**config.mk**
```make
export PLATFORM = sky130hd
export DESIGN_NAME = fu_mul_seq
export DESIGN_NICKNAME = d
export VERILOG_FILES = /design/src/rtl/fu_mul_seq.sv
export SDC_FILE = /design/constraint.sdc
export NUM_CORES = 1
export LEC_CHECK = 0
export ABC_AREA = 1
export BUFFER_PORTS_ARGS = -buffer_cell sky130_fd_sc_hd__buf_2
export CORE_ASPECT_RATIO = 1.1
export CORE_UTILIZATION = 32
export CTS_CLUSTER_DIAMETER = 40
export DETAILED_ROUTE_END_ITERATION = 8
export GPL_TIMING_DRIVEN = 0
export PLACE_DENSITY = 0.57
export SLEW_MARGIN = 20
export SYNTH_ARGS = -nofsm -noshare
export SYNTH_HDL_FRONTEND = slang
export SYNTH_SLANG_ARGS = --single-unit
```
**constraint.sdc**
```tcl
create_clock -name clk -period 9.1 [get_ports clk]
set_clock_uncertainty 0.2 [all_clocks]
set_input_delay 1.82 -clock clk [delete_from_list [all_inputs] [get_ports clk]]
set_output_delay 1.82 -clock clk [all_outputs]
set_load 0.02 [all_outputs]
```
**src/rtl/fu_mul_seq.sv**
```systemverilog
// fu_mul_seq: iterative shift-and-add 32x32 multiplier (low word) that borrows
// the shared ALU/shifter through its operand and select ports.
// Optional build macro FU_MUL_OPSWAP_EN: at accept, the larger operand (unsigned)
// becomes the multiplicand so that latency follows the smaller one.
module fu_mul_seq (
    input  logic        clk,
    input  logic        rst,
    input  logic        start,
    input  logic [31:0] op_a,
    input  logic [31:0] op_b,
    output logic        ready,
    output logic        done,
    output logic [31:0] result,
    output logic        fu_busy,
    output logic [31:0] fu_in1,
    output logic [31:0] fu_in2,
    output logic [4:0]  funct_select,
    output logic        unit_sel,
    input  logic [31:0] fu_out
);

    localparam int unsigned W  = 32;
    localparam int unsigned FW = 5;

    localparam logic [FW-1:0] FUNCT_ADD = 5'b00000;
    localparam logic [FW-1:0] FUNCT_SLL = 5'b00000;
    localparam logic [FW-1:0] FUNCT_SRL = 5'b00001;

    typedef enum logic [2:0] {
        S_IDLE,
        S_EVAL,
        S_ADD,
        S_SHA,
        S_SHB,
        S_DONE
    } state_t;

    state_t          state, state_d;
    logic [W-1:0]    a, a_d;
    logic [W-1:0]    b, b_d;
    logic [W-1:0]    acc, acc_d;
    logic [W-1:0]    result_d;
    logic            ready_d, done_d, fu_busy_d, unit_sel_d;
    logic [W-1:0]    fu_in1_d, fu_in2_d;
    logic [FW-1:0]   funct_select_d;

    // State, datapath and registered outputs.
    always_ff @(posedge clk or posedge rst) begin
        if (rst) begin
            state        <= S_IDLE;
            a            <= '0;
            b            <= '0;
            acc          <= '0;
            result       <= '0;
            ready        <= 1'b1;
            done         <= 1'b0;
            fu_busy      <= 1'b0;
            fu_in1       <= '0;
            fu_in2       <= '0;
            funct_select <= '0;
            unit_sel     <= 1'b0;
        end else begin
            state        <= state_d;
            a            <= a_d;
            b            <= b_d;
            acc          <= acc_d;
            result       <= result_d;
            ready        <= ready_d;
            done         <= done_d;
            fu_busy      <= fu_busy_d;
            fu_in1       <= fu_in1_d;
            fu_in2       <= fu_in2_d;
            funct_select <= funct_select_d;
            unit_sel     <= unit_sel_d;
        end
    end

    // Next state, datapath updates, and outputs decoded from the next state so
    // that the FU issue lines are valid for the whole cycle of ADD/SHA/SHB.
    always_comb begin
        state_d        = state;
        a_d            = a;
        b_d            = b;
        acc_d          = acc;
        result_d       = result;
        ready_d        = 1'b0;
        done_d         = 1'b0;
        fu_busy_d      = 1'b0;
        fu_in1_d       = '0;
        fu_in2_d       = '0;
        funct_select_d = '0;
        unit_sel_d     = 1'b0;

        case (state)
            S_IDLE: begin
                if (start) begin
                    state_d = S_EVAL;
                    acc_d   = '0;
`ifdef FU_MUL_OPSWAP_EN
                    if (op_b > op_a) begin
                        a_d = op_b;
                        b_d = op_a;
                    end else begin
                        a_d = op_a;
                        b_d = op_b;
                    end
`else
                    a_d = op_a;
                    b_d = op_b;
`endif
                end
            end
            S_EVAL: begin
                if (b == '0) begin
                    state_d  = S_DONE;
                    result_d = acc;
                end else if (b[0]) begin
                    state_d = S_ADD;
                end else begin
                    state_d = S_SHA;
                end
            end
            S_ADD: begin
                acc_d   = fu_out;
                state_d = S_SHA;
            end
            S_SHA: begin
                a_d     = fu_out;
                state_d = S_SHB;
            end
            S_SHB: begin
                b_d     = fu_out;
                state_d = S_EVAL;
            end
            S_DONE: begin
                state_d = S_IDLE;
            end
            default: begin
                state_d = S_IDLE;
            end
        endcase

        case (state_d)
            S_IDLE: ready_d = 1'b1;
            S_DONE: done_d  = 1'b1;
            S_ADD: begin
                fu_busy_d      = 1'b1;
                fu_in1_d       = acc_d;
                fu_in2_d       = a_d;
                unit_sel_d     = 1'b0;
                funct_select_d = FUNCT_ADD;
            end
            S_SHA: begin
                fu_busy_d      = 1'b1;
                fu_in1_d       = a_d;
                fu_in2_d       = W'(1);
                unit_sel_d     = 1'b1;
                funct_select_d = FUNCT_SLL;
            end
            S_SHB: begin
                fu_busy_d      = 1'b1;
                fu_in1_d       = b_d;
                fu_in2_d       = W'(1);
                unit_sel_d     = 1'b1;
                funct_select_d = FUNCT_SRL;
            end
            default: begin
                ready_d = 1'b0;
            end
        endcase
    end

endmodule

```
==> results.txt, run 1 <==
----------------------------------------------------
[Status]
  Run status ... finished, final reports clean

[Critical path]
  FF-to-FF Start ... state[1]
  Biggest cell delay along the critical path ... between 500 and 600 ps
  Worst setup EP type ... register
  Data arrival time of the critical path ... 3620 ps
  Critical path, cell by cell ... buf_2, nand3_1, nand2_1, nor3_4, clkbuf_1, nand3_1, nand3_1
  Number of cells traversed by the worst register-to-register path ... 8
  Critical path startpoint category ... primary input
  Worst Setup Path Type ... primary input to register
  Worst reg2reg path endpoint ... fu_in2[0]
  Required time at the worst-slack endpoint ... 9260 ps
  Peak fanout along the critical path ... 10
  Master of the slowest instance on the critical path ... clkbuf_1
  Critical path's most frequent cell ... nand3_1
  FF-to-FF setup slack ... between 6000 and 7000 ps

[Floorplanning]
  Starting density of the core ... 33.0%
  Placeable core region ... about 0.025 mm2
  X dimension of the die ... 154 um
  Number of primary I/O pins ... 204
  Row cnt ... 60
  Die area ... 0.0262 mm2
  Vert. Die Dim ... 170 um

[Clocking]
  Clock tree from TritonCTS ... done
  Number of sinks on the clock net ... 200
  Worst-path clk slew ... roughly 70 ps
  H-tree levels ... 4
  Number of buffers added for setup after CTS ... 0
  Maximum clock path buffer count ... 2
  Buffer type at the clock tree root ... clkbuf_16
  Count of cells resized by post-cts repair ... 0
  Clock latency on the worst-skew pair ... 440 ps
  Hold buffer count at cts ... 0
  CTS buffer count ... 17

[Worst hold path]
  Launch point of the worst hold path ... acc[1]
  Hold Path Stages ... 2
  Min-Delay Endpoint ... result[1]
  Worst min path class ... register to register

[Yosys]
  Sequential area share after synthesis ... ~61%
  Area of the mapped netlist ... 0.00817 mm2
  Compound-gate portion of the synthesized area ... 3.23%
  Combinational family with the most area after synthesis ... simple AND/OR/NAND/NOR gates
  Number of distinct library cells after synthesis ... 20
  Cell type with the largest total area after synthesis ... dfrtp_1
  Post-Synth XOR/XNOR Area ... 0%
  Synth Warn # ... 0
  Synthesized area per cell ... ~8.6 um2
  Post-synthesis instance total ... between 900 and 1,000
  Top cells by area in the synthesized netlist ... dfrtp_1 61%, nand2_1 17%, nand3_1 9.7%, inv_1 2.7%, nor2_1 2.6%
  Share of the synthesized area in the top cell type ... 61.0%
  Synth Area in Simple Gates ... between 20% and 30%
  FF+latch count, synth ... 200
  Multiplexer share of the synthesized area ... 0%
  Fraction of the mapped netlist area in adder cells ... 0%

[Route]
  Number of vias per cell after detailed routing ... ~4.6
  Residual antenna-violating net count after detailed routing ... 0
  Number of DRC violations after detailed routing ... 0
  First drt pass iteration count ... 5
  Number of DRC violations after detailed-routing iteration 0 ... approximately 480
  Wirelength, routed ... 27,200 um
  Detailed-route via count ... 6,933
  Average wire per standard cell ... 18.3 um

[Pwr]
  Max IR drop VDD ... ~170 uV
  Internal power ... 2040 uW
  Switching part of the total power ... 45.4%
  Part of the total power dissipated in the clock network ... 19.3%
  Fraction of power consumed by combinational cells ... 44.7%
  Power density over cell area ... roughly 370 mW/mm2
  Leakage dissipation ... approximately 0.0053 uW
  Relative contribution of sequential cells to total power ... around 36%
  PnR Total Power ... 3730 uW
  Power spent charging and discharging nets ... 1690 uW

[Timing]
  Worst hold slack ... around 260 ps
  Minimum setup slack in the final design ... approximately 5600 ps
  Post-layout min period ... ~3500 ps
  Number of failing setup endpoints in the final timing report ... 0
  Highest attainable clock frequency ... 289 MHz
  Unrepaired setup endpoints after global routing ... false
  Count of final hold-check violations ... 0
  Pin slew with the least headroom to its limit ... 720 ps
  Final clock period utilization by the worst path ... 38.0%
  Pins Over Slew Limit ... 0
  Rel. slew slack ... between 50% and 60%

[Global route]
  Via count of the first global-routing pass ... ~7,000
  Number of antenna violations at the first check in global routing ... 2
  GR Overflow Total ... 0
  Total track usage ... between 20% and 30%
  Pin count of the biggest net entering global routing ... 103
  First-pass GRT wire length ... between 40,000 and 50,000 um

[Placement]
  Placer congestion estimate ... approximately 0.90
  Total of buffers placed on input and output ports ... ~200
  Half-perimeter wire length of the detailed placement result ... roughly 21,000 um
  DP Worst Slack ... around 5200 ps

[Final layout]
  Area growth syn-to-layout ... 24.2%
  Total number of nets in the final design ... 1,266
  Proportion of layout cells with a drive suffix above 1 ... between 20% and 30%

[Job]
  Reported max-cap violation count ... 0

----------------------------------------------------
## area by class of cell
cell class / count / area [um2]
diodes: 2 / 5.00
plain buffers: 55 / 246
clock buffers: 20 / 437
clock inverters: 11 / 101
fillers: 2551 / 14600
inverters: 63 / 244
multi-input cells: 630 / 2690
flip-flops and latches: 200 / 5010
well taps: 310 / 388
repair buffers: 200 / 1020
## logic make-up (layout without fill, tap and decap cells)
group                  count (synthesis)  count (layout)
flip-flops                           200             200
other                                  1               6
AO/OA/AOI/OAI                         42              42
AND/OR/NAND/NOR                      584             584
buffers and inverters                118             349
## flip-flops by register name, summed over array words and instances, names as in the netlist
name,cells
done,1
b,32
fu_busy,1
fu_in1,32
fu_in2,32
state,3
acc,32
a,32
funct_select,1
unit_sel,1
result,32
ready,1
## worst max-delay path by stage
| stage | start | to |
|---|---|---|
| floorplan | rst | a[0] |
| detailed placement | start | fu_in2[0] |
| global placement | rst | fu_in2[3] |
| global route | start | fu_in2[0] |
| finish | start | fu_in2[0] |
| CTS | start | fu_in2[0] |
## metal layers
metal  wire length (um)  vias to the layer above  track usage, %
li1                   -                     3450               -
met4                637                        0            7.58
met5                  0                        -               0
met2              12700                      241            34.0
met3               1720                       36            4.44
met1              12200                     3206            29.3
## synth_stat cells, drive strengths merged
library cell and n:
a21oi 1, buf 25, clkbuf 30, conb 1
dfrtp 199, dfstp 1, inv 63, nand2 367
nand3 158, nand3b 1, nor2 56, nor3 2
o211ai 20, o21ai 21
## cell usage in the layout (no fill, tap or decap), types with 2 or more instances in the layout
cell type,n
nand2_1,366
clkinv_2,3
inv_1,58
conb_1,4
o21ai_0,20
nor2_1,56
buf_2,219
o211ai_1,20
nand3_1,158
clkbuf_16,17
buf_4,4
inv_6,2
clkbuf_1,33
clkinvlp_4,4
inv_2,4
diode_2,2
dfrtp_1,199
## power groups by stage
| stage | clock network (uW) | logic, uW | registers, uW |
|---|---|---|---|
| after detailed placement | 0 | 1660 | 1360 |
| after CTS | 732 | 1670 | 1350 |
| final | 719 | 1670 | 1340 |
| after floorplan | 0 | 949 | 1460 |
| after global placement | 0 | 1650 | 1360 |
| after global routing | 769 | 1860 | 1380 |
## critical path, delay by kind of cell
family | cells | cell delay [ps]
and+or+nand+nor | 5 | 1120
buffers and inverters | 2 | 680
## stage by stage
step	utilization [%]	TNS (ps)	std cells	area [um2]
6_report	40.9	0	1491	10100
2_1_floorplan	-	0	948	8180
5_1_grt	40.9	0	1491	10100
3_3_place_gp	38.6	-135930	1457	9560
4_1_cts	40.9	0	1489	10100
3_5_place_dp	38.7	0	1458	9600
Power figures use the tool's default switching activity.
==> run 2, diff against run 1 <==
clock period = 3.5 ns   (was 9.1 ns; I/O delays follow)
==> results.txt, run 2 (synthesis gave the netlist of run 1 again) <==
----------------------------------------------------
[Worst hold path]
  Worst min path class ... primary input to async pin

[Clocking]
  Number of sinks on the clock net ... 200 (unchanged)
  Worst-path clk slew ... 70 ps (about the same)
  Hold buffer count at cts ... 0 (unchanged)
  Clock tree from TritonCTS ... done
  Maximum clock path buffer count ... 2 (unchanged)
  Clock latency on the worst-skew pair ... 430 ps (about the same)
  H-tree levels ... 4 (unchanged)
  Buffer type at the clock tree root ... clkbuf_16
  CTS buffer count ... 17 (unchanged)
  Number of buffers added for setup after CTS ... 0 (unchanged)
  Count of cells resized by post-cts repair ... 0 (unchanged)

[Floorplanning]
  Starting density of the core ... 33.0% (unchanged)
  Vert. Die Dim ... 170 um (unchanged)
  Die area ... 0.0262 mm2 (unchanged)
  X dimension of the die ... 154 um (unchanged)
  Number of primary I/O pins ... 204 (unchanged)
  Placeable core region ... 0.0248 mm2 (unchanged)
  Row cnt ... 60 (unchanged)

[Status]
  Run status ... finished, final reports clean

[Timing]
  Pins Over Slew Limit ... 0 (unchanged)
  Sum of negative setup slack ... 0 ps (unchanged)
  Post-layout min period ... 2740 ps
  Count of final hold-check violations ... 0 (unchanged)
  Rel. slew slack ... 50.2% (-1.8 points)
  Unrepaired setup endpoints after global routing ... false
  Highest attainable clock frequency ... 364 MHz
  Pin slew with the least headroom to its limit ... 747 ps (+26.6 ps)
  Number of failing setup endpoints in the final timing report ... 0 (unchanged)
  Final clock period utilization by the worst path ... 78.4%
  Minimum setup slack in the final design ... 756 ps (-4880 ps)

[Placement]
  Total of buffers placed on input and output ports ... 199 (unchanged)
  DP Worst Slack ... 696 ps (-4530 ps)
  Half-perimeter wire length of the detailed placement result ... 21,700 um (+2.9%)
  Placer congestion estimate ... 0.865 (-3.9%)
  Dpl cells ... 1,464 (+0.41%)

[Final layout]
  Most used cells in the layout excluding fill and tap cells ... 366 x nand2_1, 219 x buf_2, 199 x dfrtp_1, 158 x nand3_1, 58 x inv_1
  Post-layout instance count excluding filler cells ... 1,498 (+0.47%)
  Fill count ... 2,568 (+0.67%)
  Total number of nets in the final design ... 1,272 (+0.47%)
  Area growth syn-to-layout ... 26.5%
  Commonest non-fill, non-tap cell in the layout ... nand2_1
  Proportion of layout cells with a drive suffix above 1 ... 22.8% (+0.71 points)

[Pwr]
  PnR Total Power ... 9910 uW (+170%)
  Max IR drop VDD ... 426 uV (+150%)
  Part of the total power dissipated in the clock network ... 20.6% (+1.3 points)
  Internal power ... 5480 uW (+170%)
  Relative contribution of sequential cells to total power ... 35.3% (-0.7 points)
  Fraction of power consumed by combinational cells ... 44.1% (-0.6 points)
  Power density over cell area ... 959 mW/mm2 (+160%)
  Power spent charging and discharging nets ... 4430 uW (+160%)
  Leakage dissipation ... 0.00539 uW (+1.9%)
  Switching part of the total power ... 44.7% (-0.66 points)

[Route]
  Number of DRC violations after detailed routing ... 0 (unchanged)
  First drt pass iteration count ... 6 (+1)
  Average wire per standard cell ... 18.2 um (-0.22%)
  Number of DRC violations after detailed-routing iteration 0 ... 472 (-1.3%)
  Number of vias per cell after detailed routing ... 4.68 (+0.62%)
  Detailed-route via count ... 7,009 (+1.1%)
  Residual antenna-violating net count after detailed routing ... 0 (unchanged)
  Wirelength, routed ... 27,300 um (+0.25%)

[Global route]
  GR Overflow Total ... 0 (unchanged)
  GR met3 Demand/Resource ... 3.78% (-0.66 points)
  Pin count of the biggest net entering global routing ... 34 (-67%)
  Via count of the first global-routing pass ... 6,953 (-0.26%)
  Number of antenna violations at the first check in global routing ... 2 (unchanged)
  Layer with the highest usage after global routing ... met2
  Met2 GRT Util ... 33.7% (-0.34 points)
  Total track usage ... 21.4% (-0.099 points)
  Global routing usage on met1 ... 29.0% (-0.22 points)
  First-pass GRT wire length ... 41,100 um (-0.63%)

[Critical path]
  FF-to-FF setup slack ... 760 ps (-5680 ps)
  Number of cells traversed by the worst register-to-register path ... 8 (unchanged)
  Critical path startpoint category ... register
  Worst setup EP type ... register
  Required time at the worst-slack endpoint ... 3660 ps (-5600 ps)
  Worst Setup Path Type ... register to register
  Data arrival time of the critical path ... 2900 ps (-720 ps)
  Peak fanout along the critical path ... 10 (unchanged)
  FF-to-FF Start ... state[1]
  Worst reg2reg path endpoint ... fu_in2[0]

[Job]
  Reported max-cap violation count ... 0 (unchanged)

----------------------------------------------------
## run 2: changes by cell type in the layout (fill, tap and decap cells not counted), sizes merged
cell	delta
clkinv	+1
buf	+6
clkbuf	+1
inv	+1
clkinvlp	-3
bufinv	+1
## run 2: worst max-delay path by stage
stage / endpoint / cells after the start / start / slack (ps)
2_1_floorplan: a[0] / 1 / rst / 10
3_3_place_gp: fu_in2[7] / 2 / rst / -1250
3_5_place_dp: fu_in2[0] / 7 / start / 700
4_1_cts: fu_in2[0] / 8 / state[1] / 790
5_1_grt: fu_in2[0] / 7 / state[2] / 600
6_report: fu_in2[0] / 8 / state[1] / 760
## run 2: cell type report
class,instances,area [um2],area share [%]
Timing Repair Buffer,206,1140,11.1
Inverter,63,240,2.32
Tap cell,310,388,3.75
Clock inverter,11,135,1.31
Multi-Input combinational cell,630,2690,26.0
Clock buffer,21,480,4.65
Sequential cell,200,5010,48.4
Buffer,55,246,2.39
Antenna cell,2,5.00,0.0484
## run 2: power by group through the flow
stage	registers (uW)	logic, uW	clock network (uW)
global placement	3540	4290	0
global route	3580	4840	2170
floorplan	3810	2470	0
detailed placement	3530	4350	0
finish	3500	4370	2040
CTS	3500	4380	2080
## run 2: metrics by stage
stage	utilization, %	hold slack, ps	area [um2]
2_1_floorplan	-	242	8180
3_3_place_gp	38.6	251	9570
3_5_place_dp	39.2	253	9710
4_1_cts	41.7	39.0	10300
5_1_grt	41.7	63.9	10300
6_report	41.7	48.9	10300
## run 2: critical path: stages, from the launching register on
cell and delay [ps]:
dfrtp_1 320, buf_2 180, nor2_1 110, nand2_2 230, inv_2 140, nor3_4 490, clkbuf_1 610, nand3_1 210
nand3_1 170
## run 2: routing by layer
layer  up-vias  routed length (um)
met5         -                   0
met1      3271               12300
li1       3466                   -
met4         0                 826
met2       227               12700
met3        45                1540
==> run 3, diff against run 2 <==
PLACE_DENSITY = 0.59   (was 0.57)
clock period = 2.3 ns   (was 3.5 ns; I/O delays follow)
==> results.txt, run 3 (synthesis gave the netlist of run 1 again) <==
----------------------------------------------------
[Final layout]
  Post-Layout Inst Area ... 0.0105 mm2 (+1.4%)
  Area growth syn-to-layout ... 28.4%
  Total number of nets in the final design ... 1,276 (+0.31%)
  Most used cells in the layout excluding fill and tap cells ... 364 x nand2_1, 210 x buf_2, 197 x dfrtp_1, 155 x nand3_1, 58 x inv_1
  Post-layout instance count excluding filler cells ... 1,502 (+0.27%)
  Proportion of layout cells with a drive suffix above 1 ... 25.9% (+3.0 points)
  Commonest non-fill, non-tap cell in the layout ... nand2_1

[Global route]
  Number of antenna violations at the first check in global routing ... 2 (unchanged)
  Via count of the first global-routing pass ... 7,175 (+3.2%)
  Pin count of the biggest net entering global routing ... 35 (+2.9%)
  GR Overflow Total ... 0 (unchanged)
  First-pass GRT wire length ... 42,500 um (+3.3%)
  Total track usage ... 22.1% (+0.70 points)

[Placement]
  Total of buffers placed on input and output ports ... 199 (unchanged)
  Placer congestion estimate ... 0.902 (+4.2%)
  Dpl cells ... 1,464 (unchanged)
  Half-perimeter wire length of the detailed placement result ... 22,200 um (+2.4%)
  Area after detailed placement ... 0.00971 mm2 (unchanged)
  DP Worst Slack ... -357 ps (-1050 ps)

[Critical path]
  Critical path startpoint category ... register
  Biggest cell delay along the critical path ... 360 ps (-250 ps)
  Peak fanout along the critical path ... 10 (unchanged)
  Master of the slowest instance on the critical path ... dfrtp_1
  Required time at the worst-slack endpoint ... 2470 ps (-1190 ps)
  Data arrival time of the critical path ... 2390 ps (-510 ps)
  Critical path, cell by cell ... buf_2, nor2_4, nand2_4, inv_2, nor3_4, buf_12, inv_2, buf_2, nand3_1, nand3_1
  Worst Setup Path Type ... register to register
  Worst setup EP type ... register

[Clocking]
  Worst-path clk slew ... 80 ps (about the same)
  Maximum clock path buffer count ... 2 (unchanged)
  Clock latency on the worst-skew pair ... 440 ps (about the same)
  Buffer type at the clock tree root ... clkbuf_16
  Clock tree from TritonCTS ... done
  CTS buffer count ... 17 (unchanged)
  Number of sinks on the clock net ... 200 (unchanged)
  H-tree levels ... 4 (unchanged)

[Timing]
  Pins Over Slew Limit ... 0 (unchanged)
  Rel. slew slack ... 64.4% (+14 points)
  Final clock period utilization by the worst path ... 96.6% (+18 points)
  Number of failing setup endpoints in the final timing report ... 0 (unchanged)
  Post-layout min period ... 2220 ps (-523 ps)
  Worst hold slack ... 56.7 ps (+7.82 ps)
  Highest attainable clock frequency ... 450 MHz (+24%)
  Pin slew with the least headroom to its limit ... 528 ps (-219 ps)
  Minimum setup slack in the final design ... 79.0 ps (-677 ps)
  Count of final hold-check violations ... 0 (unchanged)

[Status]
  Run status ... finished, final reports clean

[Route]
  Number of DRC violations after detailed-routing iteration 0 ... 563 (+19%)
  Number of DRC violations after detailed routing ... 0 (unchanged)
  Number of vias per cell after detailed routing ... 4.79 (+2.4%)
  Average wire per standard cell ... 18.6 um (+2.1%)
  Wirelength, routed ... 28,000 um (+2.4%)
  First drt pass iteration count ... 6 (unchanged)
  Residual antenna-violating net count after detailed routing ... 0 (unchanged)
  Detailed-route via count ... 7,199 (+2.7%)

[Floorplanning]
  Number of primary I/O pins ... 204 (unchanged)
  Die area ... 0.0262 mm2 (unchanged)
  Row cnt ... 60 (unchanged)
  Starting density of the core ... 33.0% (unchanged)
  Vert. Die Dim ... 170 um (unchanged)
  X dimension of the die ... 154 um (unchanged)
  Placeable core region ... 0.0248 mm2 (unchanged)

[Job]
  Reported max-cap violation count ... 0 (unchanged)

[Pwr]
  Max IR drop VDD ... 717 uV (+68%)
  Leakage dissipation ... 0.00549 uW (+1.9%)
  Power density over cell area ... 1480 mW/mm2 (+54%)

[Worst hold path]
  Worst min path class ... primary input to register

----------------------------------------------------
run 3: cell count changes in the layout (fill, tap and decap cells not counted), sizes merged:
cell / before / now
buf: 231 / 229
clkinvlp: 1 / 3
clkbuf: 51 / 53
clkinv: 5 / 2
inv: 66 / 70
dlygate4sd3: 0 / 1
run 3: per-layer routing:
layer | vias up | track usage [%] | share of wire (%)
met5 | - | 0 | 0
met2 | 252 | 34.8 | 47
met1 | 3429 | 30.1 | 44
met4 | 0 | 8.44 | 2.7
li1 | 3471 | - | -
met3 | 47 | 4.29 | 6.2
run 3: stage by stage:
stage               power, uW  util [%]  setup TNS, ps
floorplan                9550         -        -188850
global placement        11900      38.6        -452350
detailed placement      12000      39.2         -11720
CTS                     15400      42.0          -21.3
global route            16500      42.3          -34.6
finish                  15500      42.3              0
run 3: worst paths after layout:
kind,start,end,slack (ps),cells past startpoint
worst max-delay path,state[1],fu_in1[29],80,10
worst min-delay path,op_b[1],b[1],60,3
worst max register to register,state[1],fu_in1[29],80,10
worst min register to register,acc[29],result[29],270,2
max in group asynchronous,rst,b[5],540,7
min in group asynchronous,rst,result[27],310,3
run 3: area by class of cell:
cell class	instances	area (um2)
multi-input cells	630	2750
diodes	2	5.00
clock buffers	18	439
inverters	63	240
clock inverters	14	160
flip-flops and latches	200	5010
well taps	310	388
repair buffers	210	1190
plain buffers	55	307
fillers	2603	14300
run 3: timing repair:
item	4_1_cts	5_1_grt
setup endpoints to repair	86	93
pin swaps	1	0
hold buffers	1	0
hold endpoints to repair	6	0
resized for setup	28	31
setup buffers	3	0
run 3: power breakdown:
group,total (uW),internal [uW],switching (uW)
logic,7040,2080,4960
registers,5350,4800,551
clock network,3100,1670,1440
run 3: critical path, delay by kind of cell, from the launching register on:
kind	cells	cell delay (ps)
flip-flops	1	360
AND/OR/NAND/NOR	5	720
buffers and inverters	5	850
